$ cat src/rtl/pwm_controller.sv
// -----------------------------------------------------------------------------
// pwm_controller
//
// Register-programmed PWM generator with shadowed configuration. Software
// writes the live PERIOD/DUTY/PRESC registers. The counters only ever see the
// shadow copies. Shadows are loaded when the block is enabled, and at a period
// end when a configuration write is pending. This keeps every emitted period
// internally consistent.
//
// Optional feature (macro PWM_PERIOD_IRQ_EN): a sticky period-end interrupt
// flag. Software clears it by writing CTRL with bit1 set. A set in the same
// edge wins over the clear. When the macro is undefined, IRQ is tied low and
// CTRL bit2 reads 0.
//
// Ports
//   clk  in   1   system clock, rising-edge active
//   rst  in   1   synchronous active-high reset (wins over WE)
//   A    in   2   register select: 0 CTRL, 1 PERIOD, 2 DUTY, 3 PRESC
//   WD   in   32  write data
//   WE   in   1   write strobe, one register per cycle
//   RD   out  32  combinational readback of the register selected by A
//   PWM  out  1   PWM waveform
//   IRQ  out  1   period-end interrupt flag (0 without PWM_PERIOD_IRQ_EN)
// -----------------------------------------------------------------------------
module pwm_controller (
    input  logic        clk,
    input  logic        rst,
    input  logic [1:0]  A,
    input  logic [31:0] WD,
    input  logic        WE,
    output logic [31:0] RD,
    output logic        PWM,
    output logic        IRQ
);

    localparam logic [1:0] ADDR_CTRL   = 2'd0;
    localparam logic [1:0] ADDR_PERIOD = 2'd1;
    localparam logic [1:0] ADDR_DUTY   = 2'd2;
    localparam logic [1:0] ADDR_PRESC  = 2'd3;

    typedef enum logic [0:0] {
        ST_IDLE = 1'b0,
        ST_RUN  = 1'b1
    } state_t;

    state_t      state_r;
    logic        en_r;
    logic [15:0] period_r;
    logic [15:0] duty_r;
    logic [7:0]  presc_r;
    logic [15:0] period_sh_r;
    logic [15:0] duty_sh_r;
    logic [7:0]  presc_sh_r;
    logic [7:0]  pc_r;
    logic [15:0] cnt_r;
    logic        pending_r;

    logic [15:0] period_nxt_s;
    logic [15:0] duty_nxt_s;
    logic [7:0]  presc_nxt_s;
    logic        wr_ctrl_s;
    logic        wr_cfg_s;
    logic        start_s;
    logic        stop_s;
    logic        tick_s;
    logic        period_end_s;
    logic        irq_flag_s;

    // Only bits [15:0] of the write data reach any register.
    logic        unused_wd_s;
    assign unused_wd_s = ^WD[31:16];

    assign wr_ctrl_s    = WE && (A == ADDR_CTRL);
    assign wr_cfg_s     = WE && (A != ADDR_CTRL);
    assign start_s      = (state_r == ST_IDLE) && wr_ctrl_s && WD[0];
    assign stop_s       = (state_r == ST_RUN) && wr_ctrl_s && !WD[0];
    assign tick_s       = (state_r == ST_RUN) && (pc_r == presc_sh_r);
    assign period_end_s = tick_s && (cnt_r == period_sh_r);

    // Live register values as they will be after this edge. A shadow load in
    // the same edge as a config write then captures the newly written value.
    always_comb begin
        period_nxt_s = period_r;
        duty_nxt_s   = duty_r;
        presc_nxt_s  = presc_r;
        if (WE) begin
            case (A)
                ADDR_PERIOD: period_nxt_s = WD[15:0];
                ADDR_DUTY:   duty_nxt_s   = WD[15:0];
                ADDR_PRESC:  presc_nxt_s  = WD[7:0];
                default:     period_nxt_s = period_r;
            endcase
        end else begin
            period_nxt_s = period_r;
        end
    end

    // Control FSM, live and shadow registers, prescaler and period counters.
    always_ff @(posedge clk) begin
        if (rst) begin
            state_r     <= ST_IDLE;
            en_r        <= 1'b0;
            period_r    <= 16'hFFFF;
            duty_r      <= 16'h0000;
            presc_r     <= 8'h00;
            period_sh_r <= 16'hFFFF;
            duty_sh_r   <= 16'h0000;
            presc_sh_r  <= 8'h00;
            pc_r        <= 8'h00;
            cnt_r       <= 16'h0000;
            pending_r   <= 1'b0;
        end else begin
            period_r <= period_nxt_s;
            duty_r   <= duty_nxt_s;
            presc_r  <= presc_nxt_s;
            if (wr_ctrl_s) begin
                en_r <= WD[0];
            end else begin
                en_r <= en_r;
            end

            case (state_r)
                ST_IDLE: begin
                    if (start_s) begin
                        state_r     <= ST_RUN;
                        pc_r        <= 8'h00;
                        cnt_r       <= 16'h0000;
                        period_sh_r <= period_nxt_s;
                        duty_sh_r   <= duty_nxt_s;
                        presc_sh_r  <= presc_nxt_s;
                        pending_r   <= 1'b0;
                    end else begin
                        state_r <= ST_IDLE;
                    end
                end
                ST_RUN: begin
                    if (stop_s) begin
                        state_r   <= ST_IDLE;
                        pc_r      <= 8'h00;
                        cnt_r     <= 16'h0000;
                        pending_r <= 1'b0;
                    end else begin
                        if (tick_s) begin
                            pc_r <= 8'h00;
                            if (period_end_s) begin
                                cnt_r <= 16'h0000;
                            end else begin
                                cnt_r <= cnt_r + 16'd1;
                            end
                        end else begin
                            pc_r <= pc_r + 8'd1;
                        end

                        // A write landing on the period end is folded into
                        // the load, so PENDING never survives that edge.
                        if (period_end_s && (pending_r || wr_cfg_s)) begin
                            period_sh_r <= period_nxt_s;
                            duty_sh_r   <= duty_nxt_s;
                            presc_sh_r  <= presc_nxt_s;
                            pending_r   <= 1'b0;
                        end else if (wr_cfg_s) begin
                            pending_r <= 1'b1;
                        end else begin
                            pending_r <= pending_r;
                        end
                    end
                end
                default: begin
                    state_r   <= ST_IDLE;
                    pc_r      <= 8'h00;
                    cnt_r     <= 16'h0000;
                    pending_r <= 1'b0;
                end
            endcase
        end
    end

`ifdef PWM_PERIOD_IRQ_EN
    logic irq_flag_r;

    // Sticky period-end flag. A set in the same edge wins over a clear.
    always_ff @(posedge clk) begin
        if (rst) begin
            irq_flag_r <= 1'b0;
        end else if (period_end_s) begin
            irq_flag_r <= 1'b1;
        end else if (wr_ctrl_s && WD[1]) begin
            irq_flag_r <= 1'b0;
        end else begin
            irq_flag_r <= irq_flag_r;
        end
    end

    assign irq_flag_s = irq_flag_r;
`else
    assign irq_flag_s = 1'b0;
`endif

    assign IRQ = irq_flag_s;

    // The waveform is decoded from registered state only.
    assign PWM = (state_r == ST_RUN) && (cnt_r < duty_sh_r);

    // Readback returns live values. Shadows are not software-visible.
    always_comb begin
        RD = 32'h0000_0000;
        case (A)
            ADDR_CTRL:   RD = {29'd0, irq_flag_s, pending_r, en_r};
            ADDR_PERIOD: RD = {16'd0, period_r};
            ADDR_DUTY:   RD = {16'd0, duty_r};
            ADDR_PRESC:  RD = {24'd0, presc_r};
            default:     RD = 32'h0000_0000;
        endcase
    end

endmodule

$ cat config.mk
export PLATFORM = sky130hd
export DESIGN_NAME = pwm_controller
export DESIGN_NICKNAME = d
export VERILOG_FILES = /design/src/rtl/pwm_controller.sv
export SDC_FILE = /design/constraint.sdc
export NUM_CORES = 1
export LEC_CHECK = 0
export CAP_MARGIN = 20
export CORE_UTILIZATION = 49
export CTS_BUF_LIST = sky130_fd_sc_hd__clkbuf_8
export DETAILED_ROUTE_END_ITERATION = 6
export GPL_ROUTABILITY_DRIVEN = 1
export MAX_ROUTING_LAYER = met4
export PLACE_DENSITY = 0.8
export SLEW_MARGIN = 25
export SYNTH_ARGS = -nofsm -noshare
export SYNTH_HDL_FRONTEND = slang
export SYNTH_SLANG_ARGS = --single-unit
$ cat constraint.sdc
create_clock -name clk -period 2.2 [get_ports clk]
set_clock_uncertainty 0.1 [all_clocks]
set_input_delay 0.22 -clock clk [delete_from_list [all_inputs] [get_ports clk]]
set_output_delay 0.22 -clock clk [all_outputs]
set_load 0.05 [all_outputs]
==> results.cfg <==
[run_status]
status = finished with violations
violations = setup timing

[yosys]
synth.distinct_cells = 55
synth-seq-cells = 106
syn_inst = 614
synth_area_um2 = 5223
yosysSeqAreaShare = 0.4063
ys_warn_count = 0
synth_flop_cell = dfxtp_1
async_flop_share = 0
syn_avg_cell_area_um2 = 8.506
synth-edff-count = 0

[clocking]
cts_tree = yes
htreeDepth = 3
clk_path_buf_depth = 2
cts_hold_buffers = 0
cts_root_buf = clkbuf_8
clock_latency_ns = 0.38
cts_sinks = 106
cts-buffers-inserted = 9
clk_pin_slew_ns = 0.10

[sta]
final.setup.worst_slack_ns = -0.1247
setup_viol = 2
rsz0062_at_grt = true
hold_viol_final = 0
drv_slew = 0
hold_slack_ns = 0.1777
period_share = 1.057
fmax_mhz = 430.2
period_needed_ns = 2.325

[pwr]
power_density_nw_per_um2 = 567.4
p_total_mw = 3.675
peakVddDrop_v = 0.0003569
power.leakage_nw = 2.543

[grt]
grt_pass1_vias = 4647
grt_overflow = 0
grt_pass1_wl_um = 23090
grt_antenna_before_repair = 0
grt_usage = 0.2715
grt_max_degree = 45

[die]
die_h_um = 105.2
start_util = 0.5059
placementRows = 37
ios = 71
core_um2 = 10320
dieArea_um2 = 11080
die_w_um = 105.2

[final_layout]
diodes = 0
drive_gt1_frac = 0.2145
instances_no_fill = 826
fin_nets = 740
area_delta_synth_final_pct = 24.01
most-common-layout-cells = nand2_1 (113), dfxtp_1 (94), buf_4 (56)
final_common_cell = nand2_1

[placement]
routabilityCongestion = 0.8924
hpwl_um = 10200
dp_cells = 802
portBuffers = 37

[setup_path]
reg2reg_to = period_sh_r[10]
rr_worst_depth = 8
worst-setup-path-type = flop to primary output
worstPathArrival_ns = 2.00
crit_slowest_cell = dfxtp_4
cp_data_required_time_ns = 1.88
worstSetupStartpoint = cnt_r[9]
worstPathMaxFanout = 2
r2r_setup_slack_ns = -0.02
end_kind = primary output
r2r_start = cnt_r[4]
cp-start-kind = flop
path_cells = ha_4 > a21o_1 > a21o_1 > a21oi_2 > o211ai_1 > a21oi_2 > buf_12
critPathCapture = PWM
critPathMaxStageDelay_ns = 0.36

[detailed_routing]
post_drt_wl_per_cell_um = 17.90
vias = 4842
post_drt_via_cell_ratio = 5.862
drt_iter0_markers = 332
detail_route.first_pass.iterations = 4
drc = 0
finalWirelength_um = 14790
ant_nets = 0

[run]
max-cap-violations = 0

[worst_hold_path]
hold_path.class = input pin to flop
-- what timing repair did --
action	in CTS	in global routing
setup endpoints to repair	1	37
setup buffers	2	4
pin swaps	10	10
resized for setup	16	18
cloned	0	3
-- state kept, by name, indices dropped and copies added (netlist names), named ones only --
register and count:
cnt_r 16, duty_r 16, duty_sh_r 16, period_r 16, period_sh_r 16, pc_r 8
presc_r 8, presc_sh_r 8, pending_r 1
-- per-stage QoR --
step	utilization	setup WS (ns)	area [um^2]	setup TNS, ns
2_1_floorplan	-	0.1081	5286	0
3_3_place_gp	0.5907	-0.01280	6098	-0.01466
3_5_place_dp	0.5907	-0.05869	6098	-0.2535
4_1_cts	0.6141	-0.1445	6340	-0.1445
5_1_grt	0.6273	-0.1827	6476	-0.5169
6_report	0.6273	-0.1247	6476	-0.1473
-- power by group --
part | internal, mW | leakage, nW | total [mW] | switching (mW)
registers | 1.95 | 0.863 | 1.98 | 0.0247
clock network | 0.433 | 0.0855 | 1.10 | 0.671
logic | 0.228 | 1.59 | 0.592 | 0.364
total | 2.61 | 2.54 | 3.67 | 1.06
-- critical path, delay by kind of cell (launching register included) --
| family | cells | cell delay, ns |
|---|---|---|
| fa+ha+maj | 1 | 0.23 |
| buf+inv | 1 | 0.16 |
| flops | 1 | 0.36 |
| compound gates | 5 | 0.86 |
-- synth_stat cells (15+ instances only) --
cell type	instances	area, um^2
a21oi_1	40	200.2
a41oi_1	17	148.9
buf_4	20	150.1
clkbuf_1	19	71.32
dfxtp_1	106	2122
ha_1	17	212.7
inv_1	18	67.56
nand2_1	113	424.2
nand3_1	27	135.1
nand4_1	16	100.1
nor2_1	27	101.4
nor3_1	21	105.1
o21ai_0	15	75.07
o31ai_1	16	120.1
xnor2_1	32	280.3
-- layer usage --
metal  up-vias  global-route usage  share of wire
li1       2279                   -              -
met1      2308              0.3245           0.41
met2       212              0.4582           0.50
met3        43             0.03463          0.062
met4         0              0.1207          0.028
met5         -                   -              0
-- kinds of logic (layout without fill, tap and decap cells) --
logic type,after synthesis,after routing,synth area share
and+or+nand+nor,238,238,0.2156
xor gates and xnor gates,37,37,0.06205
adders and majority gates,17,17,0.04073
DFF,106,106,0.4063
other,1,17,0.0007180
AOI/OAI and AO/OA,124,124,0.1622
buffers and inverters,74,134,0.07331
muxes,17,17,0.03905
-- area by class of cell --
class                   count  area [um^2]
flip-flops and latches    106         2142
clock buffers              10        137.6
clock inverters             5        32.53
repair buffers            100         1065
fillers                   782         3847
multi-input cells         450         2858
inverters                  19        71.32
well taps                 136        170.2
-- how the worst min path moves through the flow --
stage	startpoint	cells after the start	to
after floorplan	WD[0]	2	period_r[0]
after global placement	duty_r[15]	2	duty_r[15]
after detailed placement	duty_sh_r[0]	2	duty_sh_r[0]
after global routing	rst	2	presc_r[3]
after CTS	rst	2	presc_r[1]
final	rst	2	presc_r[1]
(Power assumes the default switching activity.)
